`src/rtl/ifetch_pkg.sv`:
```
// Shared types for the instruction-fetch slice: FSM state, fetch entry and the default halt word.
// Pure declarations; no latency and no backpressure of its own.
package ifetch_pkg;

  localparam int PC_W    = 32;
  localparam int INSTR_W = 32;

  localparam logic [INSTR_W-1:0] HALT_INSTR_DEF = 32'h0000_000C;

  typedef enum logic [1:0] {
    ST_IDLE,
    ST_FETCH,
    ST_HALT
  } state_e;

  typedef struct packed {
    logic [PC_W-1:0]    pc;
    logic [INSTR_W-1:0] instr;
  } fetch_entry_t;

endpackage

```
`src/rtl/ifetch_fifo.sv`:
```
// DEPTH-entry fetch buffer; head comes straight from flops, zeroed when empty; push lands on the next edge.
// A push when full is dropped unless a pop happens in the same cycle; flush empties it and wins over both.
module ifetch_fifo
  import ifetch_pkg::*;
#(
  parameter  int DEPTH = 2,
  localparam int AW    = $clog2(DEPTH)
) (
  input  logic         clk,
  input  logic         rst_n,
  input  logic         push,
  input  fetch_entry_t push_dat,
  input  logic         pop,
  input  logic         flush,
  output fetch_entry_t head_dat,
  output logic [AW:0]  count,
  output logic         full,
  output logic         empty
);

  fetch_entry_t  mem_q [DEPTH];
  fetch_entry_t  mem_d [DEPTH];
  logic [AW-1:0] rd_ptr_q, rd_ptr_d;
  logic [AW-1:0] wr_ptr_q, wr_ptr_d;
  logic [AW:0]   count_q, count_d;
  logic          do_push, do_pop;

  assign empty   = (count_q == '0);
  assign full    = (count_q == (AW+1)'(DEPTH));
  assign do_pop  = pop && !empty;
  assign do_push = push && (!full || do_pop);

  always_comb begin
    mem_d    = mem_q;
    rd_ptr_d = rd_ptr_q;
    wr_ptr_d = wr_ptr_q;
    count_d  = count_q;
    if (flush) begin
      rd_ptr_d = '0;
      wr_ptr_d = '0;
      count_d  = '0;
    end else begin
      // At full with a pop, the write reuses the head slot; the head is read from mem_q this cycle.
      if (do_push) begin
        mem_d[wr_ptr_q] = push_dat;
        wr_ptr_d        = wr_ptr_q + AW'(1);
      end
      if (do_pop) begin
        rd_ptr_d = rd_ptr_q + AW'(1);
      end
      case ({do_push, do_pop})
        2'b10:   count_d = count_q + (AW+1)'(1);
        2'b01:   count_d = count_q - (AW+1)'(1);
        default: count_d = count_q;
      endcase
    end
  end

  always_ff @(posedge clk or negedge rst_n) begin
    if (!rst_n) begin
      for (int i = 0; i < DEPTH; i++) begin
        mem_q[i] <= '0;
      end
      rd_ptr_q <= '0;
      wr_ptr_q <= '0;
      count_q  <= '0;
    end else begin
      mem_q    <= mem_d;
      rd_ptr_q <= rd_ptr_d;
      wr_ptr_q <= wr_ptr_d;
      count_q  <= count_d;
    end
  end

  assign count    = count_q;
  assign head_dat = empty ? '0 : mem_q[rd_ptr_q];

endmodule

```
`src/rtl/ifetch_ctrl.sv`:
```
// Fetch sequencer: owns the PC, one fetch per cycle into a DEPTH buffer, start->first entry valid after 2 edges.
// Stalls with PC held while the buffer is full and not popping; IFETCH_STATS_EN adds fetch/flush counters.
module ifetch_ctrl
  import ifetch_pkg::*;
#(
  parameter logic [PC_W-1:0]    RESET_PC   = 32'h0000_0000,
  parameter int                 MEM_WORDS  = 256,
  parameter int                 DEPTH      = 2,
  parameter logic [INSTR_W-1:0] HALT_INSTR = HALT_INSTR_DEF
) (
  input  logic               clk,
  input  logic               rst_n,
  input  logic               start,
  input  logic               redirect_valid,
  input  logic [PC_W-1:0]    redirect_pc,
  output logic [PC_W-1:0]    imem_addr,
  input  logic [INSTR_W-1:0] imem_data,
  output logic               ifq_valid,
  output logic [INSTR_W-1:0] ifq_instr,
  output logic [PC_W-1:0]    ifq_pc,
  input  logic               ifq_ready,
  output logic               halted,
  output logic               fault
`ifdef IFETCH_STATS_EN
  ,
  output logic [31:0]        stat_fetched,
  output logic [31:0]        stat_flushed
`endif
);

  localparam int CNT_W = $clog2(DEPTH) + 1;

  state_e          state_q, state_d;
  logic [PC_W-1:0] pc_q, pc_d;
  logic            fault_q, fault_d;
  logic            fetch_oob, do_push, do_pop, halt_word;
  fetch_entry_t    push_dat, head_dat;
  logic [CNT_W-1:0] fifo_count;
  logic            fifo_full, fifo_empty;
  logic            unused_bits;

  assign unused_bits = ^{redirect_pc[1:0], fifo_full};

  always_ff @(posedge clk or negedge rst_n) begin
    if (!rst_n) begin
      state_q <= ST_IDLE;
      pc_q    <= RESET_PC;
      fault_q <= 1'b0;
    end else begin
      state_q <= state_d;
      pc_q    <= pc_d;
      fault_q <= fault_d;
    end
  end

  // Redirect outranks everything; the halt word is queued but the PC stays on it.
  always_comb begin
    state_d = state_q;
    pc_d    = pc_q;
    fault_d = fault_q;
    if (redirect_valid) begin
      state_d = ST_FETCH;
      pc_d    = {redirect_pc[PC_W-1:2], 2'b00};
    end else begin
      case (state_q)
        ST_IDLE:  if (start) state_d = ST_FETCH;
        ST_FETCH: begin
          if (fetch_oob) begin
            fault_d = 1'b1;
            state_d = ST_HALT;
          end else if (do_push) begin
            if (halt_word) state_d = ST_HALT;
            else           pc_d    = pc_q + 32'd4;
          end
        end
        default:  state_d = state_q;
      endcase
    end
  end

  always_comb begin
    fetch_oob = ({2'b00, pc_q[PC_W-1:2]} >= 32'(MEM_WORDS));
    halt_word = (imem_data == HALT_INSTR);
    do_pop    = !fifo_empty && ifq_ready && !redirect_valid;
    do_push   = (state_q == ST_FETCH) && !redirect_valid && !fetch_oob &&
                ((fifo_count < CNT_W'(DEPTH)) || do_pop);
    push_dat  = '{pc: pc_q, instr: imem_data};
    imem_addr = {2'b00, pc_q[PC_W-1:2]};
    halted    = (state_q == ST_HALT);
    fault     = fault_q;
    ifq_valid = !fifo_empty;
    ifq_pc    = head_dat.pc;
    ifq_instr = head_dat.instr;
  end

  ifetch_fifo #(.DEPTH(DEPTH)) u_fifo (
    .clk      (clk),
    .rst_n    (rst_n),
    .push     (do_push),
    .push_dat (push_dat),
    .pop      (do_pop),
    .flush    (redirect_valid),
    .head_dat (head_dat),
    .count    (fifo_count),
    .full     (fifo_full),
    .empty    (fifo_empty)
  );

`ifdef IFETCH_STATS_EN
  logic [31:0] stat_fetched_q, stat_fetched_d;
  logic [31:0] stat_flushed_q, stat_flushed_d;
  logic [32:0] flush_sum;

  always_comb begin
    stat_fetched_d = stat_fetched_q;
    stat_flushed_d = stat_flushed_q;
    flush_sum      = {1'b0, stat_flushed_q} + 33'(fifo_count);
    if (state_q != ST_IDLE) begin
      if (do_push && (stat_fetched_q != '1)) stat_fetched_d = stat_fetched_q + 32'd1;
      if (redirect_valid) stat_flushed_d = flush_sum[32] ? '1 : flush_sum[31:0];
    end
  end

  always_ff @(posedge clk or negedge rst_n) begin
    if (!rst_n) begin
      stat_fetched_q <= '0;
      stat_flushed_q <= '0;
    end else begin
      stat_fetched_q <= stat_fetched_d;
      stat_flushed_q <= stat_flushed_d;
    end
  end

  assign stat_fetched = stat_fetched_q;
  assign stat_flushed = stat_flushed_q;
`endif

endmodule

```
`config.mk`:
```
export PLATFORM = sky130hd
export DESIGN_NAME = ifetch_ctrl
export DESIGN_NICKNAME = d
export VERILOG_FILES = /design/src/rtl/ifetch_pkg.sv /design/src/rtl/ifetch_fifo.sv /design/src/rtl/ifetch_ctrl.sv
export SDC_FILE = /design/constraint.sdc
export NUM_CORES = 1
export LEC_CHECK = 0
export CAP_MARGIN = 20
export CORE_ASPECT_RATIO = 0.7
export CORE_UTILIZATION = 50
export CTS_CLUSTER_DIAMETER = 30
export DETAILED_ROUTE_END_ITERATION = 7
export GPL_ROUTABILITY_DRIVEN = 0
export GPL_TIMING_DRIVEN = 0
export MAX_ROUTING_LAYER = met4
export PLACE_DENSITY = 0.81
export SYNTH_ARGS = -nofsm -noshare
export SYNTH_HDL_FRONTEND = slang
export SYNTH_HIERARCHICAL = 1
export SYNTH_SLANG_ARGS = --single-unit
export TNS_END_PERCENT = 20
```
`constraint.sdc`:
```
create_clock -name clk -period 3.4 [get_ports clk]
set_input_delay 0.68 -clock clk [delete_from_list [all_inputs] [get_ports clk]]
set_output_delay 0.68 -clock clk [all_outputs]
set_load 0.005 [all_outputs]
```
# After elaboration in Yosys (flattened, before gate mapping)
# Cells that the tools add are included.
# word_totals
inputBits	69
out_inout_bits	99
word_cells	84
regBits	167
# op_classes
reduce_logical	26
bitwise	3
eq_ne	11
n_mux	24
n_lt_le_gt_ge	5
n_addsub	5
# ops
cell	n
64-bit two-way mux	5
32-bit two-way mux	5
128-bit bitwise mux	1
64-bit demux with 1-bit select	1
32-bit by 3-bit adder with 32-bit output, second input constant	1
32-bit by 4-bit == test with 1-bit output, second input constant	1
30-bit by 9-bit greater-or-equal comparator with 1-bit output, second input constant	1
2-bit two-way mux	6
1-bit logical AND	8
2-bit case mux with 2 select lines	2
4-bit AND reduction	2
2-bit nonzero test	4
2-bit == test, second input constant	3
3-bit nonzero test	2
2-bit by 1-bit == test with 1-bit output, second input constant	2
2-bit greater-or-equal comparator, second input constant	2
1-bit zero test	4
2-bit zero test	2
1-bit two-way mux	4
2-bit != test, second input constant	2
4-bit by 3-bit != test with 1-bit output, second input constant	1
4-bit != test, second input constant	1
1-bit inverter with 2-bit output	2
3-bit != test, second input constant	1
9 further kinds	11

# Depth between registers and ports, before layout
# Gate-level depths: netlist of the first run.
# depth
depth_word	10
ltp_mapped	11
depth_no_buf	8

# Modules after synthesis
# Netlist of the first run, hierarchy kept.
# by_module_without_submodules
module	cells_each	seq_area_each_um2	area_per_inst_um2	n_inst
ifetch_fifo	436	3303.2	6107.1	1
ifetch_ctrl	167	825.8	1791.7	1

# Least setup slack after synthesis of the first run
# OpenSTA, ideal clock, no wires.
# synth_timing
path_type	input to register
from	input redirect_valid
to	register u_fifo/mem_q[100] (netlist name)
stages	10
setup_slack_ps	455
t_arrival_ps	2820
setup_ps	125
required_ps	3275
path_buffers	4
cell_sequence	buf_2 -> nor3b_2 -> o21ai_2 -> or3_4 -> buf_6 -> inv_1 -> or4b_4 -> buf_6 -> buf_6 -> mux2_4
# synth_via
elab_chain_len	6
word_cells_on_any_way	11
cone_classes	1 x bitwise; 10 x reduce/logical
# synth_rtl
element	line_no	text
from (decl)	ifetch_ctrl.sv:14	input logic redirect_valid,
1-bit zero test (*)	ifetch_ctrl.sv:84, ifetch_ctrl.sv:85	
1-bit logical AND, on equally long branches	ifetch_ctrl.sv:85, ifetch_ctrl.sv:84	
1-bit logical AND or 1-bit logical OR (tied branches)	ifetch_ctrl.sv:85, ifetch_ctrl.sv:86	
1-bit logical AND (*)	ifetch_ctrl.sv:85	do_push = (state_q == ST_FETCH) && !redirect_valid && !fetch_oob &&
via do_push	ifetch_ctrl.sv:36	logic fetch_oob, do_push, do_pop, halt_word;
1-bit logical AND (*)	ifetch_fifo.sv:31	assign do_push = push && (!full || do_pop);
2-bit AND reduction (no line) (*)	-	
to (signal assigned)	ifetch_fifo.sv:68	mem_q <= mem_d;
to (decl)	ifetch_fifo.sv:21	fetch_entry_t mem_q [DEPTH];
# The timed path passes the listed nets; every way through them passes the cells marked *.
# A chain may end at the register's enable or synchronous reset.

# Final worst setup path of the first run
# layout_timing
from	register u_fifo.count_q[1] (netlist: u_fifo/count[1])
to	output ifq_instr[6]
# layout_via
elab_chain_len	2
# layout_rtl
element	line_no	text
from (decl)	ifetch_fifo.sv:25	logic [AW:0] count_q, count_d;
from (signal assigned)	ifetch_fifo.sv:71	count_q <= count_d;
2-bit zero test	ifetch_fifo.sv:28	assign empty = (count_q == '0);
64-bit two-way mux	ifetch_fifo.sv:76	assign head_dat = empty ? '0 : mem_q[rd_ptr_q];
to (decl)	ifetch_ctrl.sv:19	output logic [INSTR_W-1:0] ifq_instr,
# No other way between the ends.

==> results of run 1 <==
==> routing by layer <==
layer | up-vias | GRT usage [%] | wire (um)
met4 | 0 | 9.11 | 318
met5 | - | - | 0
li1 | 2529 | - | -
met1 | 2759 | 34.7 | 8830
met3 | 27 | 6.22 | 1220
met2 | 210 | 38.5 | 8910
==> kinds of logic (layout without fill, tap and decap cells) <==
kind of cell | Yosys count | in the layout | synth area share [%]
DFF | 165 | 165 | 52.3
AOI/OAI and AO/OA | 30 | 30 | 2.58
adders and majority gates | 2 | 2 | 0.317
xor gates and xnor gates | 1 | 1 | 0.111
buffers and inverters | 44 | 242 | 3.06
and+or+nand+nor | 144 | 144 | 9.55
other | 1 | 6 | 0.0475
muxes | 216 | 216 | 32.1
==> area by class of cell <==
type                            count  area (um2)
Buffer                             35         219
Clock buffer                       21         460
Clock inverter                     11         198
Fill cell                        1095        4910
Inverter                            8        33.8
Multi-Input combinational cell    399        3560
Sequential cell                   165        4130
Tap cell                          200         250
Timing Repair Buffer              167        1690
==> path summary, 6_finish.rpt <==
path | cells after the start | startpoint | endpoint | slack (ns)
setup / recovery | 5 | u_fifo/count[1] | ifq_instr[6] | 0.19
hold / removal | 1 | rst_n | u_fifo/mem_q[24] | 0.27
setup reg to reg | 11 | u_fifo/count[1] | u_fifo/mem_q[104] | 0.25
hold reg to reg | 1 | u_fifo/mem_q[92] | u_fifo/mem_q[92] | 0.50
max in group asynchronous | 2 | rst_n | u_fifo/mem_q[104] | 2.24
min in group clk | 1 | u_fifo/mem_q[92] | u_fifo/mem_q[92] | 0.50
==> stage by stage <==
| stage | instance area [um2] | TNS [ns] |
|---|---|---|
| finish | 10500 | 0 |
| global route | 10500 | 0 |
| CTS | 10500 | -0.0127 |
| detailed placement | 9830 | -76.65 |
| global placement | 9800 | -837.26 |
| floorplan | 7920 | 0 |
==> worst max-delay path, cell delays in order, from the launching register on <==
cell and delay (ns):
dfrtp_1 0.46, nor2_1 0.21, clkbuf_2 0.36, buf_1 0.45
nor2_1 0.14, clkdlybuf4s50_1 0.48
==> state kept, by name (all words and copies together) (netlist names) <==
signal           cells
pc_q                30
state_q              2
u_fifo/mem_q       128
u_fifo/wr_ptr_q      1
u_fifo/rd_ptr_q      1
u_fifo/count         2
fault                1
==> power by group <==
group | switching (mW) | internal, mW
logic | 0.131 | 0.184
registers | 0.0726 | 2.00
clock network | 0.768 | 1.35
total | 0.971 | 3.53
==> placed cells by master (no fill, tap or decap), types with 6 or more instances in the layout <==
| cell type | count |
|---|---|
| mux2_2 | 100 |
| clkbuf_1 | 11 |
| nand2_1 | 11 |
| nor2_1 | 77 |
| buf_4 | 8 |
| nand3_1 | 6 |
| conb_1 | 6 |
| a31oi_1 | 6 |
| mux2i_1 | 67 |
| buf_6 | 8 |
| clkbuf_16 | 17 |
| buf_2 | 8 |
| nor2b_1 | 6 |
| nor4_1 | 10 |
| mux2_4 | 49 |
| clkdlybuf4s50_1 | 161 |
| dfrtp_1 | 165 |
| inv_1 | 7 |
==> cell usage after synthesis, types with 5 or more instances <==
cell type	instances	area [um2]
or4_1	5	37.5
nor4_1	10	62.6
a31oi_1	6	37.5
nor2b_1	6	37.5
mux2i_1	67	671
mux2_2	100	1130
clkbuf_1	11	41.3
nand4_1	5	31.3
nor2_1	77	289
dfrtp_1	165	4130
o21ai_0	5	25.0
inv_1	8	30.0
mux2_4	49	736
buf_2	13	65.1
nand3_1	6	30.0
buf_6	7	78.8
nand2_1	11	41.3
==> timing repair <==
action / 4_1_cts / 5_1_grt
gates resized for setup: 7 / 5
setup buffers: 3 / 0
hold endpoints to repair: 0 / 0
setup endpoints to repair: 88 / 106
pin swaps: 1 / 0
==> summary.txt, run 1 <==
grt ovf: 0
Final Setup Violations: 0
Slew @ Worst Pin: 0.917 ns
First DRT Iteration DRCs: 314
final cycle utilization of the critical path: 94.5%
Core Area: 0.0155 mm2
global-route wire length before repair: 31400 um
vias in the first global route: 5835
maximum vdd ir drop: 0.373 mV
Final min period: 3.21 ns
hpwl dp: 13600 um
Leakage Power: 4.63 nW
pre-CTS setup slack: -0.889 ns
Die W: 152 um
Crit. End Element: output port
Cells after Synth: 603
f_max: 311 MHz
Post-synth EDFFs: 0
Clk pin slew, worst setup/hold paths: 0.06 ns
Vias: 5525
Netlist cell types: 45
final slew viol count: 0
CTS tree: built
largest net degree at the start of global routing: 95
register bit total from synthesis: 165
Tightest Hold Check Type: in -> async
DRC Markers: 13
Worst slew margin: 38.1%
remaining antenna violation count: 0
CTS Sinks: 165
MaxCap Viol Count: 0
initial antenna violation count: 0
status: finished, violations left
asr flop ratio synth: 100%
setup ws final: 0.188 ns
die area: 0.0163 mm2
later-pin clock latency in the skew report: 0.42 ns
layout cells sized above 1: 27.4%
Final Util: 68.2%
Fin Hold WS: 0.265 ns
Setup Crit Path Kind: reg -> out
Post-Route WL: 19300 um
# rows: 38
Wirelength per Cell: 19.2 um
crit start category: register
# port buffers: 163
maximum root-to-sink buffer count: 2
mapped cell area: 0.00790 mm2
failing checks: design-rule violations
ys flop type: dfrtp_1
YS warnings: 6
io pins: 168
Overall Global Routing Usage: 25.8%
area delta synth->final: 33.4%
sequential area share after synthesis: 52.3%
# diodes: 0
Data required, critical path: 2.72 ns
# hold bufs at CTS: 0
Avg Synthesized Cell Area: 13.1 um2
Chip Height: 107 um
Layout Cells excl Fill: 1006
Cells after DPL: 972
first drt pass iteration count: 7
Initial Util: 51.1%
H-tree depth: 4
Clock Skew: 0.00929 ns
Root Driver: clkbuf_16
Worst Path Arrival: 2.53 ns
vias per inst: 5.49
Pwr Total: 4.50 mW
final hold viol count: 0
nets@finish: 864
RSZ-0062 raised after global routing: false
Pwr Density: 427 mW/mm2
Num CTS Buffers: 17
Crit Path Max Fanout: 10
No activity file was read; power rests on OpenSTA's default activity.
==> run 2: changes to the inputs <==
Settings changed: CORE_ASPECT_RATIO 0.7 to default.
==> summary.txt, run 2 (synthesized netlist as in run 1, its figures left out) <==
status: complete, no violations
Setup Crit Path Kind: reg -> out
Storage cell area: 0.00413 mm2 (unchanged)
Wirelength per Cell: 18.2 um (-4.8%)
Design Area, Final: 0.0105 mm2 (-0.50%)
remaining antenna violation count: 0 (unchanged)
first drt pass iteration count: 4 (-3)
CTS Sinks: 165 (unchanged)
io pins: 168 (unchanged)
Worst Path Arrival: 2.56 ns (+0.03 ns)
Worst slew margin: 38.2% (+0.096 points)
final hold viol count: 0 (unchanged)
CTS tree: built
worst r2r src: u_fifo/count[1]
Core Area: 0.0153 mm2 (-0.89%)
DP Area: 0.00984 mm2 (+0.14%)
# rows: 45 (+18%)
Tightest Hold Check Type: in -> async
FILL cells: 1140 (+4.1%)
MaxCap Viol Count: 0 (unchanged)
Clock Skew: 0.00804 ns (-0.00125 ns)
Slew @ Worst Pin: 0.916 ns (-0.00142 ns)
Die W: 128 um (-16%)
Multi-input gate area: 0.00356 mm2 (-0.18%)
First DRT Iteration DRCs: 291 (-7.3%)
maximum root-to-sink buffer count: 2 (unchanged)
Data required, critical path: 2.72 ns (about the same)
crit start category: register
register bank with the most flops: u_fifo/mem_q
grt ovf: 0 (unchanged)
Vias: 5477 (-0.87%)
# port buffers: 163 (unchanged)
Chip Height: 128 um (+19%)
Pwr Density: 416 mW/mm2 (-2.7%)
Num CTS Buffers: 17 (unchanged)
DRC Markers: 0 (-13)
worst reg2reg endpoint: u_fifo/mem_q[109]
commonest non-fill, non-tap cells in the layout: dfrtp_1, clkdlybuf4s50_1, mux2_2
global-route wire length before repair: 29900 um (-4.8%)
Worst Reg-to-Reg Cells: 11 (unchanged)
layout cells sized above 1: 27.5% (+0.12 points)
Overall Global Routing Usage: 24.6% (-1.3 points)
Fin Hold WS: 0.241 ns (-0.0238 ns)
final slew viol count: 0 (unchanged)
Final min period: 3.24 ns (+0.0235 ns)
vias per inst: 5.39 (-1.9%)
Clk pin slew, worst setup/hold paths: 0.06 ns (about the same)
Crit. End Element: output port
Crit Path Max Fanout: 10 (unchanged)
hpwl dp: 13000 um (-4.6%)
H-tree depth: 4 (unchanged)
Post-Route WL: 18600 um (-3.7%)
most common cell after layout, fill and taps aside: dfrtp_1
largest net degree at the start of global routing: 101 (+6.3%)
# diodes: 0 (unchanged)
later-pin clock latency in the skew report: 0.42 ns (about the same)
vias in the first global route: 5751 (-1.4%)
reg-to-reg slack, setup: 0.26 ns (about the same)
Cells after DPL: 983 (+1.1%)
max reg flops: 128 (unchanged)
f_max: 309 MHz (-0.73%)
Layout Cells excl Fill: 1017 (+1.1%)
Final Setup Violations: 0 (unchanged)
Leakage Power: 4.61 nW (-0.37%)
Regs by FF count: u_fifo/mem_q x128, pc_q x30
nets@finish: 865 (+0.12%)
die area: 0.0163 mm2 (about the same)
maximum vdd ir drop: 0.326 mV (-13%)
final cycle utilization of the critical path: 95.2% (+0.69 points)
initial antenna violation count: 0 (unchanged)
Initial Util: 51.6% (+0.46 points)
area delta synth->final: 32.8%
RSZ-0062 raised after global routing: false
Root Driver: clkbuf_16
-- run 2: cell types whose count changed in the layout (fill, tap and decap cells not counted) --
cell and delta:
clkbuf_1 -2, clkinv_4 +1, dlygate4sd2_1 +1, bufinv_16 -2
buf_2 +4, inv_6 -1, buf_4 -2, clkbuf_4 -1
dlymetal6s2s_1 -1, inv_1 +1, clkinv_2 +2, nor3b_4 -1
nor3b_2 +1
-- run 2: worst max-delay path, cell delays in order (launching register included) --
cell and delay (ns):
dfrtp_1 0.35, clkbuf_1 0.54, buf_2 0.44, mux2i_1 0.13, nor2_1 0.15, clkdlybuf4s50_1 0.52
-- run 2: repair_timing --
item | CTS | global route
setup endpoints to repair | 71 | 8
pin swaps | 1 | 0
resized for setup | 5 | 2
hold buffers | 0 | 0
buffers inserted | 3 | 0
-- run 2: metrics by stage --
step / TNS [ns] / power (mW) / worst slack (ns) / util (%)
6_report: 0 / 4.36 / 0.165 / 68.5
5_1_grt: 0 / 4.50 / 0.0341 / 68.5
4_1_cts: 0 / 4.39 / 0.128 / 68.5
3_5_place_dp: -74.76 / 2.42 / -0.872 / 64.3
3_3_place_gp: -843.69 / 2.40 / -4.73 / 64.1
2_1_floorplan: 0 / 2.17 / 0.455 / -
-- run 2: layout make-up --
| class | instances | share of cell area (%) |
|---|---|---|
| Sequential cell | 165 | 39.4 |
| Clock inverter | 12 | 1.48 |
| Clock buffer | 19 | 4.32 |
| Inverter | 8 | 0.286 |
| Timing Repair Buffer | 167 | 16.0 |
| Multi-Input combinational cell | 399 | 33.9 |
| Buffer | 36 | 2.06 |
| Tap cell | 211 | 2.52 |
-- run 2: worst max-delay path by stage --
stage,cells past startpoint,slack [ns],from,endpoint
after detailed placement,11,-0.87,redirect_valid,u_fifo/mem_q[33]
after floorplan,10,0.46,redirect_valid,u_fifo/mem_q[100]
after global placement,1,-4.73,rst_n,pc_q[15]
after global routing,5,0.03,u_fifo/rd_ptr_q,ifq_instr[2]
final,5,0.16,u_fifo/rd_ptr_q,ifq_pc[12]
after CTS,5,0.13,u_fifo/rd_ptr_q,ifq_pc[16]
-- run 2: layer usage --
metal / wire [um] / part of all wire (%) / GRT usage [%]
met1: 8290 / 45 / 31.7
met2: 9170 / 49 / 39.0
met3: 838 / 4.5 / 5.09
met4: 260 / 1.4 / 8.10
met5: 0 / 0 / -
-- run 2: where the power goes --
part | total, mW | internal, mW | switching (mW)
clock | 1.98 | 1.19 | 0.787
combinational | 0.311 | 0.182 | 0.128
sequential | 2.07 | 2.00 | 0.0694
total | 4.36 | 3.37 | 0.985
